### src/rtl/karat_div_if.sv
// Operand/result handshake bundle for karat_div.
// Signal names keep the divider's port naming; the master drives operands and accepts results.
interface karat_div_if #(
  parameter int unsigned wI = 64
);
  localparam int unsigned WO = 2 * wI;

  logic          iValid;
  logic          oReady;
  logic [WO-1:0] iO;
  logic [wI-1:0] iY;
  logic          oValid;
  logic          iReady;
  logic [wI-1:0] oQ;
  logic [wI-1:0] oR;
  logic          oOvf;

  modport master (
    output iValid, iO, iY, iReady,
    input  oReady, oValid, oQ, oR, oOvf
  );

  modport slave (
    input  iValid, iO, iY, iReady,
    output oReady, oValid, oQ, oR, oOvf
  );
endinterface

### src/rtl/karat_div.sv
// Radix-2 restoring divider: 2*wI-bit dividend by wI-bit divisor, one quotient bit per clock.
// Quotients that cannot fit in wI bits (including divide-by-zero) are flagged in a single edge.
module karat_div #(
  parameter int unsigned wI = 64
) (
  input  logic          iClk,
  input  logic          iRstN,
  karat_div_if.slave    bus
);
  localparam int unsigned WO = 2 * wI;
  localparam int unsigned CW = $clog2(wI) + 1;

  typedef enum logic [1:0] {
    S_IDLE = 2'd0,
    S_CALC = 2'd1,
    S_DONE = 2'd2
  } state_t;

  state_t        r_state, w_state_nxt;
  logic [wI:0]   r_p,     w_p_nxt;
  logic [wI-1:0] r_s,     w_s_nxt;
  logic [wI-1:0] r_y,     w_y_nxt;
  logic [CW-1:0] r_cnt,   w_cnt_nxt;
  logic [wI-1:0] r_q,     w_q_nxt;
  logic [wI-1:0] r_r,     w_r_nxt;
  logic          r_ovf,   w_ovf_nxt;
  logic          r_valid, w_valid_nxt;
  logic          r_ready, w_ready_nxt;

  logic [wI:0]   w_t;
  logic [wI:0]   w_diff;
  logic          w_ge;
  logic [wI:0]   w_p_step;
  logic [wI-1:0] w_s_step;
  logic          w_ovf_in;

  // One restoring step: shift in the next dividend bit, subtract the divisor if it fits.
  assign w_t      = {r_p[wI-1:0], r_s[wI-1]};
  assign w_diff   = w_t - {1'b0, r_y};
  assign w_ge     = (w_t >= {1'b0, r_y});
  assign w_p_step = w_ge ? w_diff : w_t;
  assign w_s_step = {r_s[wI-2:0], w_ge};

  // Quotient fits in wI bits only when the upper dividend half is below the divisor.
  assign w_ovf_in = (bus.iY == '0) || (bus.iO[WO-1:wI] >= bus.iY);

  always_ff @(posedge iClk or negedge iRstN) begin
    if (!iRstN) begin
      r_state <= S_IDLE;
      r_p     <= '0;
      r_s     <= '0;
      r_y     <= '0;
      r_cnt   <= '0;
      r_q     <= '0;
      r_r     <= '0;
      r_ovf   <= 1'b0;
      r_valid <= 1'b0;
      r_ready <= 1'b1;
    end else begin
      r_state <= w_state_nxt;
      r_p     <= w_p_nxt;
      r_s     <= w_s_nxt;
      r_y     <= w_y_nxt;
      r_cnt   <= w_cnt_nxt;
      r_q     <= w_q_nxt;
      r_r     <= w_r_nxt;
      r_ovf   <= w_ovf_nxt;
      r_valid <= w_valid_nxt;
      r_ready <= w_ready_nxt;
    end
  end

  always_comb begin
    w_state_nxt = r_state;
    w_p_nxt     = r_p;
    w_s_nxt     = r_s;
    w_y_nxt     = r_y;
    w_cnt_nxt   = r_cnt;
    w_q_nxt     = r_q;
    w_r_nxt     = r_r;
    w_ovf_nxt   = r_ovf;
    w_valid_nxt = r_valid;
    w_ready_nxt = r_ready;

    case (r_state)
      S_IDLE: begin
        if (bus.iValid) begin
          w_y_nxt     = bus.iY;
          w_ready_nxt = 1'b0;
          if (w_ovf_in) begin
            w_q_nxt     = '1;
            w_r_nxt     = '0;
            w_ovf_nxt   = 1'b1;
            w_valid_nxt = 1'b1;
            w_state_nxt = S_DONE;
          end else begin
            w_p_nxt     = {1'b0, bus.iO[WO-1:wI]};
            w_s_nxt     = bus.iO[wI-1:0];
            w_cnt_nxt   = '0;
            w_state_nxt = S_CALC;
          end
        end
      end

      S_CALC: begin
        w_p_nxt   = w_p_step;
        w_s_nxt   = w_s_step;
        w_cnt_nxt = r_cnt + CW'(1);
        if (r_cnt == CW'(wI - 1)) begin
          w_q_nxt     = w_s_step;
          w_r_nxt     = w_p_step[wI-1:0];
          w_ovf_nxt   = 1'b0;
          w_valid_nxt = 1'b1;
          w_state_nxt = S_DONE;
        end
      end

      S_DONE: begin
        if (bus.iReady) begin
          w_valid_nxt = 1'b0;
          w_ready_nxt = 1'b1;
          w_state_nxt = S_IDLE;
        end
      end

      default: begin
        w_valid_nxt = 1'b0;
        w_ready_nxt = 1'b1;
        w_state_nxt = S_IDLE;
      end
    endcase
  end

  assign bus.oReady = r_ready;
  assign bus.oValid = r_valid;
  assign bus.oQ     = r_q;
  assign bus.oR     = r_r;
  assign bus.oOvf   = r_ovf;

endmodule
### src/flat_wrapper.sv
// flat-port wrapper written by rule: the top's interface ports become plain ports
module karat_div_flat 
#(
  parameter int unsigned wI = 64
)
  (iClk, iRstN, bus_iValid, bus_iO, bus_iY, bus_iReady, bus_oReady, bus_oValid, bus_oQ, bus_oR, bus_oOvf);
  karat_div_if #(.wI(wI)) bus_i ();
  input  logic iClk;
  input  logic iRstN;
  input wire logic [$bits(bus_i.iValid)-1:0] bus_iValid;
  input wire logic [$bits(bus_i.iO)-1:0] bus_iO;
  input wire logic [$bits(bus_i.iY)-1:0] bus_iY;
  input wire logic [$bits(bus_i.iReady)-1:0] bus_iReady;
  output wire logic [$bits(bus_i.oReady)-1:0] bus_oReady;
  output wire logic [$bits(bus_i.oValid)-1:0] bus_oValid;
  output wire logic [$bits(bus_i.oQ)-1:0] bus_oQ;
  output wire logic [$bits(bus_i.oR)-1:0] bus_oR;
  output wire logic [$bits(bus_i.oOvf)-1:0] bus_oOvf;
  assign bus_i.iValid = bus_iValid;
  assign bus_i.iO = bus_iO;
  assign bus_i.iY = bus_iY;
  assign bus_i.iReady = bus_iReady;
  assign bus_oReady = bus_i.oReady;
  assign bus_oValid = bus_i.oValid;
  assign bus_oQ = bus_i.oQ;
  assign bus_oR = bus_i.oR;
  assign bus_oOvf = bus_i.oOvf;
  karat_div #(.wI(wI)) u_core (.iClk(iClk), .iRstN(iRstN), .bus(bus_i));
endmodule
### config.mk
export PLATFORM = sky130hd
export DESIGN_NAME = karat_div_flat
export DESIGN_NICKNAME = d
export VERILOG_FILES = /design/src/rtl/karat_div_if.sv /design/src/rtl/karat_div.sv /design/src/flat_wrapper.sv
export SDC_FILE = /design/constraint.sdc
export NUM_CORES = 1
export LEC_CHECK = 0
export ABC_AREA = 1
export CORE_UTILIZATION = 30
export CTS_BUF_LIST = sky130_fd_sc_hd__clkbuf_16
export DETAILED_ROUTE_END_ITERATION = 16
export GPL_TIMING_DRIVEN = 0
export PLACE_DENSITY_LB_ADDON = 0.3
export SLEW_MARGIN = 25
export SYNTH_ARGS = -nofsm -noshare
export SYNTH_HDL_FRONTEND = slang
export SYNTH_SLANG_ARGS = --single-unit
### constraint.sdc
create_clock -name iClk -period 3 [get_ports iClk]
set_input_delay 0.9 -clock iClk [delete_from_list [all_inputs] [get_ports iClk]]
set_output_delay 0.9 -clock iClk [all_outputs]
set_load 0.03 [all_outputs]
==> run metrics <==
clock-pin slew reported for the worst setup and hold paths after clock tree synthesis 0.06 ns; Antenna Violating Nets Remaining 0; Post-DP HPWL between 60 and 70 mm; net count reported at finish 3999; Clk Latency, worst-skew pair 0.60 ns; Unique masters post-synth 40; count of final hold-check violations 0; leading area contributor after synthesis sky130_fd_sc_hd__dfrtp_1; run status finished clean; summed negative setup slack over all endpoints 0 ns; top fanout value on the critical path 6; sequential share of power approximately a fifth; wire length of the first global-routing pass approximately 130 mm; number of buffers on the longest clock path 3; count of state elements after synthesis 332; logic gate share of total power 67.2%; CTS Buf Count 41; nature of the critical path endpoint register; CTS tree done; reg-to-reg critical path endpoint u_core.bus.oR[0]$_DFFE_PN0P_; Boundary Pins 327; wire length after detailed routing 85.20 mm; filler cell count in the final layout 7566; Syn. warnings 0; antenna violations before repair 3; Clk network pwr share 12.2%; sum of internal, switching and leakage power ~38 mW; fin util 40.86%; leading register cell type out of synthesis sky130_fd_sc_hd__dfrtp_1; internal power consumption roughly 18 mW; Post-Route Skew approximately 0.027 ns; r2r worst-path depth 16; required time of the critical path 3.48 ns; TritonRoute pass-1 iters 6; vias in the first global route 21800; cell area power density roughly 1300 nW/um2; largest vdd supply drop between 0.0005 and 0.0006 V; Worst Max-Slew Pin Slew 0.8900 ns; number of enable flip-flop cells after synthesis 0; top cells by count, synth sky130_fd_sc_hd__nand2_1 (1272), sky130_fd_sc_hd__inv_1 (448), sky130_fd_sc_hd__dfrtp_1 (331), sky130_fd_sc_hd__nor2_1 (236), sky130_fd_sc_hd__o21ai_0 (195); die extent in y ~270 um; Max H-tree Level 2; Pleak approximately 16 nW; cell area after synthesis 22140 um2; maximum frequency from static timing analysis 0.3377 GHz; DRC violation count after routing 0; Startpoint Class primary input; cell area after layout 29810 um2; die footprint about 75000 um2; data arrival time of the critical path between 3 and 4 ns; switching share of total power 52.79%; global router's overall resource usage ~22%; Detailed Route Iter0 Violations 1646; Post-Syn Instances 3265; post-synthesis async set-or-reset flop share 100.0%; maximum number of pins on one net before global-route repair a little under 90; net switching power 20.25 mW; clock root buffer master sky130_fd_sc_hd__clkbuf_16; syn_nets between 3000 and 4000; max-cap violation count 0; worst reg2reg startpoint u_core.r_p[4]$_DFFE_PN0P_; count of input and output buffers 326; placed inst area approximately 27000 um2; fin crit period 2.962 ns; Hold/Removal Path Class primary input to async pin; detailed-route vias per instance slightly below 5; Avg Inst Size Synth 6.781 um2; internal reg-to-reg setup slack 0.08 ns; Area Growth Syn to Fin 34.63%; hold buffer count at CTS 0; starting density of the core 30.35%; floorplan row count 99; ranking of synthesized cells by area sky130_fd_sc_hd__dfrtp_1 (37%), sky130_fd_sc_hd__nand2_1 (22%), sky130_fd_sc_hd__inv_1 (7.6%); count of pins over their slew limit 0; placeable core region 72960 um2; Die Wd between 200 and 300 um; average wire per standard cell 18.25 um; final setup violation count 0; share of layout cells above drive strength 1 10.79%; Crit Path Class primary input to register; most common cell in the synthesized netlist sky130_fd_sc_hd__nand2_1; register area share after synthesis 37.53%; Max-slew headroom around two fifths; global route overflow 0; global placement routability congestion 1.001; count of vias placed by the detailed router approximately 22000; number of clock sinks roughly 330; top cell type's share of synthesized area 37.41%; fin crit share 98.72%
==> metrics by stage <==
stage,hold WS [ns],instances,setup WS [ns]
final,0.1571,4668,0.03840
after global routing,0.1571,4668,-0.02530
after CTS,0.1446,4639,0.0008720
after detailed placement,0.4636,4555,-1.552
after global placement,0.4589,4550,-14.34
after floorplan,0.4530,3265,0.3113
==> cell families after synthesis <==
kind of cell	Yosys count	synth area share, %
simple gates	1813	33.70
buf+inv	577	10.57
compound gates	374	9.279
flops	332	37.53
fa+ha+maj	130	7.380
xor+xnor	39	1.543
==> layout make-up <==
cell class	count	area (um2)	share of cell area, %
Antenna cell	3	7.507	0.02518
Buffer	109	900.9	3.022
Clock buffer	41	1026	3.442
Clock inverter	35	225.2	0.7555
Inverter	467	1775	5.956
Multi-Input combinational cell	2356	12360	41.45
Sequential cell	332	8309	27.87
Tap cell	959	1200	4.025
Timing Repair Buffer	366	4009	13.45
==> flip-flops by register name, indices dropped and copies added, names as in the netlist <==
signal and count:
u_core.r_y 64, u_core.bus.oOvf 1, u_core.r_cnt 7, u_core.bus.oQ 64
u_core.r_state 2, u_core.r_p 64, u_core.r_s 64, u_core.bus.oValid 1
u_core.bus.oReady 1, u_core.bus.oR 64
==> worst max-delay path by stage <==
| stage | cells after the start | end | slack [ns] | from |
|---|---|---|---|---|
| 6_report | 17 | u_core.bus.oR[63]$_DFFE_PN0P_ | 0.04 | bus_iY[41] |
| 5_1_grt | 17 | u_core.bus.oR[41]$_DFFE_PN0P_ | -0.03 | bus_iY[36] |
| 4_1_cts | 19 | u_core.r_s[15]$_DFFE_PN0P_ | 0.0009 | bus_iY[5] |
| 3_5_place_dp | 15 | u_core.r_p[32]$_DFFE_PN0P_ | -1.55 | bus_iY[63] |
| 3_3_place_gp | 1 | u_core.r_p[0]$_DFFE_PN0P_ | -14.34 | iRstN |
| 2_1_floorplan | 14 | u_core.r_p[16]$_DFFE_PN0P_ | 0.31 | bus_iY[53] |
==> power groups by stage <==
stage          Sequential, mW  Combinational (mW)  Clock, mW
3_5_place_dp             7.92                23.6          0
6_report                 7.90                25.8       4.67
4_1_cts                  7.87                24.4       4.77
5_1_grt                  8.15                28.4       4.96
2_1_floorplan            8.91                14.5          0
3_3_place_gp             7.90                23.5          0
==> layer usage <==
layer	global-route usage, %	part of all wire (%)	up-vias
met1	31.01	46	10590
met5	0	0	-
met2	36.03	46	641
li1	-	-	11070
met3	2.167	5.2	137
met4	6.616	3.3	0
==> what timing repair did <==
item / in CTS / in global routing
endpoints found under the setup margin: 266 / 262
pin swaps: 5 / 39
endpoints found under the hold margin: 0 / 0
setup buffers: 6 / 19
gates cloned: 2 / 8
resized for setup: 129 / 261
==> placed cells by master (no fill, tap or decap), types with 11 or more instances in the layout <==
master,instances
sky130_fd_sc_hd__nand2_1,1230
sky130_fd_sc_hd__inv_1,408
sky130_fd_sc_hd__dfrtp_1,331
sky130_fd_sc_hd__clkdlybuf4s50_1,271
sky130_fd_sc_hd__nor2_1,216
sky130_fd_sc_hd__o21ai_0,181
sky130_fd_sc_hd__nand3_1,129
sky130_fd_sc_hd__nand4_1,104
sky130_fd_sc_hd__ha_1,89
sky130_fd_sc_hd__a21oi_1,71
sky130_fd_sc_hd__o21bai_1,67
sky130_fd_sc_hd__inv_2,60
sky130_fd_sc_hd__dlymetal6s2s_1,52
sky130_fd_sc_hd__clkbuf_16,50
sky130_fd_sc_hd__nand2_2,44
sky130_fd_sc_hd__o21ai_1,37
sky130_fd_sc_hd__xor2_1,37
sky130_fd_sc_hd__ha_4,33
sky130_fd_sc_hd__clkbuf_1,32
sky130_fd_sc_hd__buf_4,28
sky130_fd_sc_hd__buf_6,21
sky130_fd_sc_hd__nor2_2,18
sky130_fd_sc_hd__nor3_1,17
sky130_fd_sc_hd__nor2_4,15
sky130_fd_sc_hd__clkinv_1,14
sky130_fd_sc_hd__buf_8,12
sky130_fd_sc_hd__a21oi_2,11
sky130_fd_sc_hd__clkbuf_4,11
==> critical path: stages <==
cell and delay [ns]:
sky130_fd_sc_hd__clkdlybuf4s50_1 0.47, sky130_fd_sc_hd__inv_2 0.06, sky130_fd_sc_hd__ha_4 0.24, sky130_fd_sc_hd__nand2_1 0.06
sky130_fd_sc_hd__inv_1 0.03, sky130_fd_sc_hd__o21ai_1 0.15, sky130_fd_sc_hd__a21oi_1 0.10, sky130_fd_sc_hd__nor2_2 0.16
sky130_fd_sc_hd__a21oi_4 0.10, sky130_fd_sc_hd__nor2_4 0.22, sky130_fd_sc_hd__nand3_4 0.11, sky130_fd_sc_hd__nand3_4 0.20
sky130_fd_sc_hd__inv_8 0.09, sky130_fd_sc_hd__buf_16 0.18, sky130_fd_sc_hd__clkbuf_16 0.17, sky130_fd_sc_hd__nand2_1 0.10
sky130_fd_sc_hd__nand2_1 0.05
(Power assumes the default switching activity.)
